==> src/rtl/alu_arb_pkg.sv <==
// Shared constants for the ALU arbiter: ALU control codes and FSM state encoding.
package alu_arb_pkg;

  localparam logic [3:0] ALU_AND   = 4'b0000;
  localparam logic [3:0] ALU_OR    = 4'b0001;
  localparam logic [3:0] ALU_ADD   = 4'b0010;
  localparam logic [3:0] ALU_SUB   = 4'b0110;
  localparam logic [3:0] ALU_PASSB = 4'b0111;

  typedef enum logic [1:0] {
    IDLE = 2'd0,
    EXEC = 2'd1,
    RESP = 2'd2
  } arbState_e;

endpackage

==> src/rtl/alu_rr_picker.sv <==
// Two-way round-robin picker: a lone valid requester wins, a tie goes to the one
// that did not win last.
module alu_rr_picker (
  input  logic [1:0] valid,
  input  logic       last,
  output logic       grant,
  output logic       any
);

  assign any   = |valid;
  assign grant = (&valid) ? ~last : valid[1];

endmodule

==> src/rtl/alu_arbiter.sv <==
// Shares one N-bit ALU between two requesters with round-robin grant.
// Optional grant statistics counters are built when ALU_ARB_STATS_EN is defined.
module alu_arbiter
  import alu_arb_pkg::*;
#(
  parameter int N  = 64,
  parameter int CW = 16
) (
  input  logic         CLK,
  input  logic         Reset,
  input  logic         Req0Valid,
  output logic         Req0Ready,
  input  logic [N-1:0] Req0A,
  input  logic [N-1:0] Req0B,
  input  logic [3:0]   Req0Ctrl,
  input  logic         Req1Valid,
  output logic         Req1Ready,
  input  logic [N-1:0] Req1A,
  input  logic [N-1:0] Req1B,
  input  logic [3:0]   Req1Ctrl,
  output logic         RespValid,
  input  logic         RespReady,
  output logic         RespId,
  output logic [N-1:0] RespW,
  output logic         RespZero,
  output logic [N-1:0] AluBusA,
  output logic [N-1:0] AluBusB,
  output logic [3:0]   AluCtrl,
  input  logic [N-1:0] AluBusW,
  input  logic         AluZero,
  output logic [1:0]   DbgState
`ifdef ALU_ARB_STATS_EN
  ,
  output logic [CW-1:0] Grant0Count,
  output logic [CW-1:0] Grant1Count
`endif
);

  // Handshakes: a request transfers on a rising edge where Valid and Ready are both 1;
  // the response transfers on a rising edge where RespValid and RespReady are both 1.
  // Ready depends combinationally on Valid, never the other way round.

  arbState_e state, nextState;
  logic      lastGrant;
  logic      grant;
  logic      anyValid;
  logic      accept;

  alu_rr_picker uPicker (
    .valid ({Req1Valid, Req0Valid}),
    .last  (lastGrant),
    .grant (grant),
    .any   (anyValid)
  );

  always_comb begin
    nextState = state;
    accept    = 1'b0;
    Req0Ready = 1'b0;
    Req1Ready = 1'b0;
    case (state)
      IDLE: begin
        if (anyValid) begin
          accept    = 1'b1;
          Req0Ready = ~grant;
          Req1Ready = grant;
          nextState = EXEC;
        end
      end
      EXEC:    nextState = RESP;
      RESP:    if (RespReady) nextState = IDLE;
      default: nextState = IDLE;
    endcase
  end

  // Operand registers feed the ALU directly so its inputs are glitch-free during EXEC.
  always_ff @(posedge CLK or posedge Reset) begin
    if (Reset) begin
      state     <= IDLE;
      lastGrant <= 1'b1;
      RespId    <= 1'b0;
      RespValid <= 1'b0;
      RespW     <= '0;
      RespZero  <= 1'b0;
      AluBusA   <= '0;
      AluBusB   <= '0;
      AluCtrl   <= 4'b0000;
    end else begin
      state <= nextState;
      if (accept) begin
        AluBusA   <= grant ? Req1A    : Req0A;
        AluBusB   <= grant ? Req1B    : Req0B;
        AluCtrl   <= grant ? Req1Ctrl : Req0Ctrl;
        lastGrant <= grant;
        RespId    <= grant;
      end
      if (state == EXEC) begin
        RespW     <= AluBusW;
        RespZero  <= AluZero;
        RespValid <= 1'b1;
      end else if (state == RESP && RespReady) begin
        RespValid <= 1'b0;
      end
    end
  end

  assign DbgState = state;

`ifdef ALU_ARB_STATS_EN
  // Saturating per-requester accept counters.
  always_ff @(posedge CLK or posedge Reset) begin
    if (Reset) begin
      Grant0Count <= '0;
      Grant1Count <= '0;
    end else if (accept) begin
      if (!grant && !(&Grant0Count)) Grant0Count <= Grant0Count + 1'b1;
      if (grant && !(&Grant1Count))  Grant1Count <= Grant1Count + 1'b1;
    end
  end
`endif

endmodule

==> config.mk <==
export PLATFORM = sky130hd
export DESIGN_NAME = alu_arbiter
export DESIGN_NICKNAME = d
export VERILOG_FILES = /design/src/rtl/alu_arb_pkg.sv /design/src/rtl/alu_rr_picker.sv /design/src/rtl/alu_arbiter.sv
export SDC_FILE = /design/constraint.sdc
export NUM_CORES = 1
export LEC_CHECK = 0
export CAP_MARGIN = 25
export CORE_AREA = 2 2 210 212
export DETAILED_ROUTE_END_ITERATION = 10
export DIE_AREA = 0 0 212 214
export DONT_BUFFER_PORTS = 1
export PLACE_DENSITY = 0.32
export SLEW_MARGIN = 20
export SYNTH_ARGS = -nofsm -noshare
export SYNTH_HDL_FRONTEND = slang
export SYNTH_SLANG_ARGS = --single-unit
==> constraint.sdc <==
create_clock -name CLK -period 6.3 [get_ports CLK]
set_input_delay 0.63 -clock CLK [delete_from_list [all_inputs] [get_ports CLK]]
set_output_delay 0.63 -clock CLK [all_outputs]
set_load 0.1 [all_outputs]
* Word-level counts from Yosys, hierarchy flattened
Index checks and enable logic that the tools add are counted.
Storage, ports and cells: register bits after elaboration 202, output and inout port bits 203
Operators by class: equality and inequality tests 4, muxes and demuxes 15, bitwise operators 2, reductions and logical operators 6
Operator list (count):
- 64-bit 2-to-1 mux | 2
- 1-bit 2-to-1 mux | 9
- 2-bit one-hot mux with 3 select lines | 1
- 2-bit 2-to-1 mux | 2
- 4-bit 2-to-1 mux | 1
- 2-bit inequality test, second input constant | 2
- 2-bit AND reduction | 2
- 2-bit by 1-bit equality test with 1-bit output, second input constant | 1
- 2-bit equality test, second input constant | 1
- 2-bit logical NOT | 1
- 1-bit NOT | 2
- 2-bit nonzero test | 1
- 2-bit OR reduction | 1
- 1-bit logical AND | 1

* Logic depth before layout (Yosys ltp)
depth after elaboration 5, mapped depth 6, depth with buffers taken out 4

* Hierarchy
A second synthesis with hierarchy kept.
Unflattened totals: cells, all modules 731, area total of the unflattened synthesis 8745.9 um2
By module, submodules not included:
- alu_arbiter | instances 1, cells an instance 729, area an instance 8732.1 um2, sequential area each 5056.1 um2
- alu_rr_picker | instances 1, cells an instance 2, area an instance 13.8 um2, sequential area each 0.0 um2

* Worst setup path after synthesis
Ideal clock, no wire load.
path type register -> output, from register state[1] (netlist: DbgState[1]), to output Req1Ready, data arrival time 2.092 ns, required time 5.670 ns, path slack 3.578 ns, stages on the path, launching flop included 4, buffers on the path 1, cell sequence dfrtp_1 -> nor2_4 -> clkbuf_1 -> and2_1
Between the ends: word-level cells in the longest chain between the ends 2
RTL lines:
- start: declaration | RTL line alu_arbiter.sv:43 | arbState_e state, nextState;
- start signal: assignment | RTL line alu_arbiter.sv:89 | state <= nextState;
- 2-bit logical NOT | RTL line alu_arbiter.sv:61 | case (state)
- 1-bit 2-to-1 mux | RTL line alu_arbiter.sv:61
- end: declaration | RTL line alu_arbiter.sv:17 | output logic Req1Ready,
No other way between the ends.

* Worst setup path after layout
from register state[0] (netlist: DbgState[0]), to output Req1Ready
Same word-level chain as after synthesis.

==> run metrics <==
Hold Crit Class=in -> async; Post-synth ARST share=100%; Root Driver=clkbuf_16; Placement Rows=76; via count=5,264; Placer Congestion=0.785; critical-path maximum fanout=a little under 70; TritonCTS buffer count=26; first-pass GRT wire length=39,400 um; most frequent cells in the layout=201 x dfrtp_1, 113 x mux2_1, 86 x mux2_2; crit path DAT=roughly 2700 ps; Post-synth EDFFs=0; max-slew violations=0; hpwl dp=20,300 um; total track usage=roughly 11%; dominant cell type by area after synthesis=dfrtp_1; Yosys reg bits=202; initial antenna violation count=6; RSZ-0062 raised after global routing=no; CP endpoint kind=output port; Max-slew headroom=31.6%; 1st-iter DRT viols=322; I/O Pins=537; Avg WL per Cell=about 23 um; final-report setup violation count=0; layout filler cell count=4,473; global route overflow=0; min Tclk post-route=3290 ps; mapped cell area=8790 um2; largest net degree at the start of global routing=108; Worst-Margin Slew=1030 ps; core area=42,900 um2; Worst Skew=12.7 ps; PortBufs=0; die boundary width=212 um; fin crit share=52.3%; post-CTS resize count=0; Reg clk slew, reported paths=60 ps; CTS max path bufs=3; Total Nets Final=between 900 and 1,000; status=finished clean; Die Span Y=approximately 210 um; r2r setup slk=3200 ps; final hold vios=0; syn nets=approximately 930; highest achievable clock rate=0.304 GHz; Seq/Total Area, Yosys=57.5%; Setup CP Type=reg -> out; Initial Util=20.5%; top_reg_cell synth=dfrtp_1; First-pass DRT Iterations=4; Worst-Skew Late Latency=530 ps; WP data required=between 5000 and 6000 ps; drt drc=0; vias in the first global route=5,767; routed vias/inst=between 4 and 5; layout cell share with drive strength beyond 1=approximately 24%; max_cap viols=0; share of the synthesized area in the top cell type=a little under three fifths; CP Launch Type=flop; H-tree level count=1; Avg Synthesized Cell Area=between 10 and 15 um2; die area=45,400 um2; Synth Instances=599; synth unique cells=25; CTS tree=built; multi-input logic area=3430 um2; area grow syn2layout=16.3%; drt total wl=27,400 um; Reg area=a little over 5000 um2; Final TNS setup=0 ps; YS warnings=0; # clock sinks=202; cts hold-fix bufs=0; ranking of synthesized cells by area=dfrtp_1 57%, mux2_1 14%, mux2_2 11%; antenna-violating nets left=0; Post-CTS Repair Setup Buffers=0; commonest non-fill, non-tap cell in the layout=dfrtp_1
worst paths after layout:
path | end | startpoint | cells past startpoint
max reg2reg | AluCtrl[2]$_DFFE_PP0P_ | DbgState[0]$_DFFE_PP0P_ | 8
max in group asynchronous | AluBusB[52]$_DFFE_PP0P_ | Reset | 2
min in group CLK | RespW[47]$_DFFE_PP0P_ | AluBusW[47] | 1
min reg2reg | lastGrant$_DFFE_PP1P_ | lastGrant$_DFFE_PP1P_ | 1
max | Req1Ready | DbgState[0]$_DFFE_PP0P_ | 4
min | RespW[10]$_DFFE_PP0P_ | Reset | 1
cells by family after synthesis:
kind of cell	after synthesis	synth area share, %
flip-flops	202	57.5
buffers and inverters	53	3.78
multiplexers	199	25.5
AND/OR/NAND/NOR	73	5.21
AO/OA/AOI/OAI	72	8.02
cells in the mapped netlist (2+ instances only):
library cell	instances
buf_2	14
a221o_1	65
and3_1	65
dfrtp_1	201
buf_4	9
clkbuf_1	15
mux2_1	113
mux2_2	86
nor2_1	3
buf_6	11
inv_1	2
a22o_1	2
routing by layer:
metal	track usage, %	routed length, um	vias up
met5	0	0	-
met2	21.5	14800	319
met4	4.08	621	0
li1	-	-	2252
met1	11.7	9270	2656
met3	3.68	2710	37
critical path, stage by stage (launching register included):
cell and delay, ps:
dfrtp_1 350, buf_4 250, nor2_4 110, buf_4 500, and2_1 860
stage by stage:
stage / util [%] / hold slack [ps] / setup slack [ps] / std cells / cell area, um2
floorplan: - / 544 / 161 / 599 / 8790
global route: 23.8 / 136 / 2900 / 1198 / 10200
global placement: 21.7 / 566 / 2840 / 1145 / 9320
detailed placement: 21.8 / 570 / 3190 / 1147 / 9360
finish: 23.8 / 86.7 / 3010 / 1198 / 10200
CTS: 23.8 / 97.5 / 2970 / 1192 / 10200
state kept, by name (all words and copies together) (netlist names):
| signal | cells |
|---|---|
| AluBusA | 64 |
| AluBusB | 64 |
| AluCtrl | 4 |
| DbgState | 2 |
| RespId | 1 |
| RespValid | 1 |
| RespW | 64 |
| RespZero | 1 |
| lastGrant | 1 |
final cells by class:
type	instances	share of cell area, %
Timing Repair Buffer	13	1.19
Antenna cell	6	0.147
Multi-Input combinational cell	344	33.6
Inverter	3	0.184
Sequential cell	202	49.4
Tap cell	585	7.16
Clock inverter	5	0.526
Clock buffer	40	7.77
Power is left out: the tool's default activity adds up to more than one toggle a clock period on the data nets, which glitch-free logic cannot reach.
